File: src/rtl/rv32_ctrl_pkg.sv
// Shared types and opcode constants for the RV32I multi-cycle sequencer.
// Opcode values track the ALU's decode defines.
package rv32_ctrl_pkg;

    typedef enum logic [2:0] {
        FETCH,
        EXEC,
        MEM,
        WB,
        HALT
    } ctrl_state_t;

    localparam logic [6:0]  OPC_LOAD   = 7'b0000011;
    localparam logic [6:0]  OPC_STORE  = 7'b0100011;
    localparam logic [6:0]  OPC_BRANCH = 7'b1100011;
    localparam logic [31:0] NOP_INSTR  = 32'h0000_0013;

    function automatic logic is_mem_op(input logic [6:0] opcode);
        return (opcode == OPC_LOAD) || (opcode == OPC_STORE);
    endfunction

endpackage

File: src/rtl/rv32_multicycle_ctrl.sv
// Multi-cycle sequencer: owns PC/IR, arbitrates the single RAM port between
// fetch and load/store, and gates register writeback to one WB cycle.
module rv32_multicycle_ctrl
    import rv32_ctrl_pkg::*;
#(
    parameter int              DATA_WIDTH = 32,
    parameter int              RAM_WIDTH  = 31,
    parameter logic [DATA_WIDTH-1:0] RESET_PC = 32'h0000_0000
) (
    input  logic                  clk,
    input  logic                  rst_n,
    output logic                  mem_req,
    output logic                  mem_we,
    output logic [RAM_WIDTH-1:0]  mem_addr,
    output logic [DATA_WIDTH-1:0] mem_wdata,
    input  logic [DATA_WIDTH-1:0] mem_rdata,
    input  logic                  mem_ack,
    output logic [DATA_WIDTH-1:0] instr,
    output logic [DATA_WIDTH-1:0] pc_current,
    input  logic [DATA_WIDTH-1:0] alu_pc_next,
    input  logic [RAM_WIDTH-1:0]  alu_ram_address,
    input  logic [DATA_WIDTH-1:0] alu_store_data,
    output logic [DATA_WIDTH-1:0] alu_load_data,
    input  logic                  alu_rf_we,
    output logic                  rf_we,
    output logic                  retire,
    output logic                  halted
);

    ctrl_state_t           state;
    logic [DATA_WIDTH-1:0] pc;
    logic [DATA_WIDTH-1:0] instr_q;
    logic [DATA_WIDTH-1:0] load_q;
    logic [6:0]            opcode;

    assign opcode        = instr_q[6:0];
    assign instr         = instr_q;
    assign pc_current    = pc;
    assign alu_load_data = load_q;

    // Stores and branches never write rd, whatever the ALU requests.
    assign rf_we = (state == WB) && alu_rf_we &&
                   (opcode != OPC_STORE) && (opcode != OPC_BRANCH);

    // Request/address/data are registered on entry to FETCH/MEM so they hold
    // steady for the whole handshake regardless of ALU input activity.
    always_ff @(posedge clk) begin
        if (!rst_n) begin
            state   <= FETCH;
            pc      <= RESET_PC;
            instr_q <= NOP_INSTR;
            load_q  <= '0;
            mem_req <= 1'b0;
            mem_we  <= 1'b0;
            retire  <= 1'b0;
            halted  <= 1'b0;
        end else begin
            retire <= 1'b0;
            case (state)
                FETCH: begin
                    if (!mem_req) begin
                        mem_req  <= 1'b1;
                        mem_we   <= 1'b0;
                        mem_addr <= pc[RAM_WIDTH-1:0];
                    end else if (mem_ack) begin
                        mem_req <= 1'b0;
                        instr_q <= mem_rdata;
                        state   <= EXEC;
                    end
                end
                EXEC: begin
                    if (is_mem_op(opcode)) begin
                        mem_req   <= 1'b1;
                        mem_we    <= (opcode == OPC_STORE);
                        mem_addr  <= alu_ram_address;
                        mem_wdata <= alu_store_data;
                        state     <= MEM;
                    end else begin
                        retire <= 1'b1;
                        state  <= WB;
                    end
                end
                MEM: begin
                    if (mem_req && mem_ack) begin
                        if (!mem_we) begin
                            load_q <= mem_rdata;
                        end
                        mem_req <= 1'b0;
                        mem_we  <= 1'b0;
                        retire  <= 1'b1;
                        state   <= WB;
                    end
                end
                WB: begin
                    if (alu_pc_next[1:0] != 2'b00) begin
                        halted <= 1'b1;
                        state  <= HALT;
                    end else begin
                        // Launch the next fetch straight away; no idle FETCH cycle.
                        pc       <= alu_pc_next;
                        mem_req  <= 1'b1;
                        mem_we   <= 1'b0;
                        mem_addr <= alu_pc_next[RAM_WIDTH-1:0];
                        state    <= FETCH;
                    end
                end
                HALT: begin
                    halted <= 1'b1;
                end
                default: begin
                    state <= FETCH;
                end
            endcase
        end
    end

endmodule

File: config.mk
export PLATFORM = sky130hd
export DESIGN_NAME = rv32_multicycle_ctrl
export DESIGN_NICKNAME = d
export VERILOG_FILES = /design/src/rtl/rv32_ctrl_pkg.sv /design/src/rtl/rv32_multicycle_ctrl.sv
export SDC_FILE = /design/constraint.sdc
export NUM_CORES = 1
export LEC_CHECK = 0
export CORE_UTILIZATION = 35
export CTS_BUF_LIST = sky130_fd_sc_hd__clkbuf_4
export DETAILED_ROUTE_END_ITERATION = 10
export GPL_TIMING_DRIVEN = 0
export PLACE_DENSITY_LB_ADDON = 0.1
export SYNTH_ARGS = -nofsm -noshare
export SYNTH_HDL_FRONTEND = slang
export SYNTH_SLANG_ARGS = --single-unit
File: constraint.sdc
create_clock -name clk -period 3.7 [get_ports clk]
set_input_delay 0.555 -clock clk [delete_from_list [all_inputs] [get_ports clk]]
set_output_delay 0.555 -clock clk [all_outputs]
set_load 0.01 [all_outputs]
==> results by group <==
Worst hold path
  – Hold crit path type: reg2reg
  – Min-Delay Endpoint: alu_load_data[6]$_SDFFE_PN0P_
  – WHS Path Cells: 2
  – HP Start: alu_load_data[6]$_SDFFE_PN0P_

Detailed routing
  – Routed Antenna Nets: 0
  – DR vias/cell: 4.94
  – Final WL: 22200 µm
  – DRT Pass-1 Iters: 4
  – DR WL/cell: 17.9 µm
  – Vias: 6150
  – DRC: 0
  – Initial DRC count: 379

Clock tree
  – Cts repair resizes: 0
  – Postcts setup bufs: 0
  – CTS Hold Bufs: 0
  – Clock root buffer master: clkbuf_4
  – Clock transition at path regs: 0.16 ns
  – Clk sink count: 166
  – Clk buf depth: 2
  – H-tree Lvls: 4
  – Worst-Skew Late Latency: 0.58 ns
  – Cts bufs inserted: 17
  – CTS tree: built

Cells and area
  – Share of layout cells above drive strength 1: 7.01%
  – Final net count: 1103
  – P&R area growth vs syn: 52.7%

Timing
  – Final Hold Fails: 0
  – RSZ-0062 raised after global routing: no
  – Skew final: 0.0266 ns
  – Final period util: 80.4%
  – Setup TNS: 0 ns
  – Slew HR: 15.9%
  – Worst-margin pin slew: 1.26 ns
  – Hold slack: 0.481 ns
  – Fin crit period: 2.98 ns
  – Max Fclk: 336 MHz
  – Setup violators final: 0
  – Slew Limit Fails: 0

Power
  – Total net switching power: 0.00120 W
  – LEAKAGE: 3.47 nW
  – Pint: 0.00278 W
  – Worst VDD drop: 0.000184 V
  – Comb power frac: 20.3%
  – Pwr/cell area: 379 mW/mm²
  – Sequential power share: 51.1%
  – Sw frac: 30.2%
  – Clk pwr share: 28.6%

Synth
  – Top cells by area, synth: dfxtp_1, edfxtp_1, o21ai_0
  – Number of synthesized flops with an enable pin: 63
  – Async S/R FF share, synth: 0%
  – Post-synth top cells: o21ai_0, dfxtp_1, nand3_1
  – Post-synth cell types: 44
  – Avg Cell Area, Syn: 10.5 µm²
  – Ys Warns: 0
  – Sequential share of the synthesized area: 57.5%
  – Count leader, synth: o21ai_0
  – Mapped Cells: 656
  – #FFs+latches synth: 166
  – Synth Net Count: 787
  – Cell accounting for the most synthesized area: dfxtp_1
  – Cell Area, Synth: 0.00687 mm²
  – Yosys top cell area share: 30.0%
  – Ys flop type: dfxtp_1

Global routing
  – First-pass GRT wire length: 33700 µm
  – Antenna violations before repair: 1
  – Vias in the first global route: 5981
  – Pin count of the biggest net entering global routing: 33
  – GR Overflow Total: 0
  – Total Routing Usage GR: 21.8%

Setup path
  – Path depth of the worst reg2reg path: 3
  – CP Launch Type: register
  – CP Class: reg2out
  – Crit path cell chain: buf_6 > and3b_1 > buf_2 > buf_4 > o311a_1 > clkdlybuf4s50_1
  – Worst R2R Setup Slack: 1.19 ns
  – WP depth: 6
  – Worst setup startpoint: state[0]$_SDFFE_PN0P_
  – Slowest cell on crit path: clkdlybuf4s50_1
  – R2R Path End: mem_wdata[30]$_DFFE_PP_
  – Largest stage delay, worst path: 0.58 ns
  – R2r startpoint: instr[3]$_SDFFE_PN0P_
  – CP Data Arrival Time: 2.42 ns
  – CP max FO: 10
  – Cell family with most CP delay: buffers and inverters
  – Worst path required time: 3.14 ns
  – CP endpoint kind: primary output
  – CP bufs+invs: 4

Floorplanning
  – IO Pins: 295
  – Core ar.: 0.0190 mm²
  – Die Y: 142 µm
  – Row Count: 50
  – Starting Density: 36.2%
  – Die W: 142 µm
  – Die area: 0.0202 mm²

Placed design
  – GP Congestion: 0.809
  – Detail Placement HPWL: 16400 µm
  – I/O Buffers: 294

Flow run
  – Max-Cap Viols: 0

Outcome
  – Status: completed
==> worst max-delay path by stage <==
stage	endpoint	slack, ns
after detailed placement	mem_wdata[20]$_DFFE_PP_	0.63
after global routing	rf_we	0.56
after global placement	mem_addr[13]$_DFFE_PP_	-2.06
final	rf_we	0.72
after floorplan	mem_addr[0]$_DFFE_PP_	0.20
after CTS	rf_we	0.65
==> power by group through the flow <==
stage	Sequential, W	Clock, W	Combinational (W)
floorplan	0.00211	0	0.000320
global placement	0.00208	0	0.000799
detailed placement	0.00207	0	0.000814
CTS	0.00203	0.00118	0.000818
global route	0.00204	0.00125	0.000870
finish	0.00203	0.00114	0.000807
==> sequential cells by signal (all words and copies together), names as in the netlist, 3 cells and up <==
name,flops
pc_current,32
mem_addr,31
instr,32
mem_wdata,32
alu_load_data,32
state,3
==> placed cells by master, fill, tap and decap left out, types with 2 or more instances in the layout <==
cell	n
dfxtp_1	103
nor2_1	4
inv_8	5
mux2i_1	31
and3_1	2
a21oi_1	3
clkinv_8	2
o21ai_1	7
and3b_1	2
a21boi_1	60
o21ai_0	118
nand2_1	34
a21boi_0	31
nand4bb_1	2
clkbuf_1	35
inv_1	2
clkinv_4	4
nand3b_1	3
buf_2	12
or3_1	2
nand3_1	99
or2_2	2
inv_6	3
edfxtp_1	63
buf_4	7
buf_6	12
clkbuf_4	17
nand2b_1	3
clkdlybuf4s50_1	294
==> cells by family (layout without fill, tap and decap cells) <==
group | after synthesis | in the layout | share of synthesized area [%]
and+or+nand+nor | 162 | 162 | 12.1
xor gates and xnor gates | 1 | 1 | 0.128
other | 0 | 1 | 0
muxes | 31 | 31 | 4.52
AOI/OAI and AO/OA | 228 | 228 | 20.4
buffers and inverters | 68 | 397 | 5.32
DFF | 166 | 166 | 57.5
==> per-layer routing <==
metal / vias to the layer above / global-route usage (%) / routed length, µm
li1: 3020 / - / -
met1: 2901 / 27.1 / 9440
met2: 218 / 36.4 / 10700
met3: 11 / 6.26 / 1900
met4: 0 / 6.73 / 168
met5: - / 0 / 0
==> tightest hold or removal path: cells and delay by family, from the launching register on <==
family	cells	cell delay, ns
AOI/OAI and AO/OA	2	0.12
DFF	1	0.34
==> area by class of cell <==
type | count | area, µm²
clock inverters | 15 | 180
well taps | 260 | 325
flip-flops and latches | 166 | 3950
inverters | 3 | 11.3
clock buffers | 17 | 128
diodes | 1 | 2.50
repair buffers | 297 | 2980
plain buffers | 65 | 354
multi-input cells | 422 | 2560
fillers | 1737 | 8470
==> through the flow <==
step / setup WS (ns) / power (W) / utilization (%) / area [µm²] / instances
finish: 0.725 / 0.00398 / 55.3 / 10500 / 1246
global route: 0.557 / 0.00417 / 55.3 / 10500 / 1246
CTS: 0.652 / 0.00403 / 55.3 / 10500 / 1245
detailed placement: 0.632 / 0.00289 / 53.7 / 10200 / 1213
global placement: -2.06 / 0.00288 / 53.5 / 10100 / 1210
floorplan: 0.196 / 0.00243 / - / 6870 / 656
(Power assumes the default switching activity.)
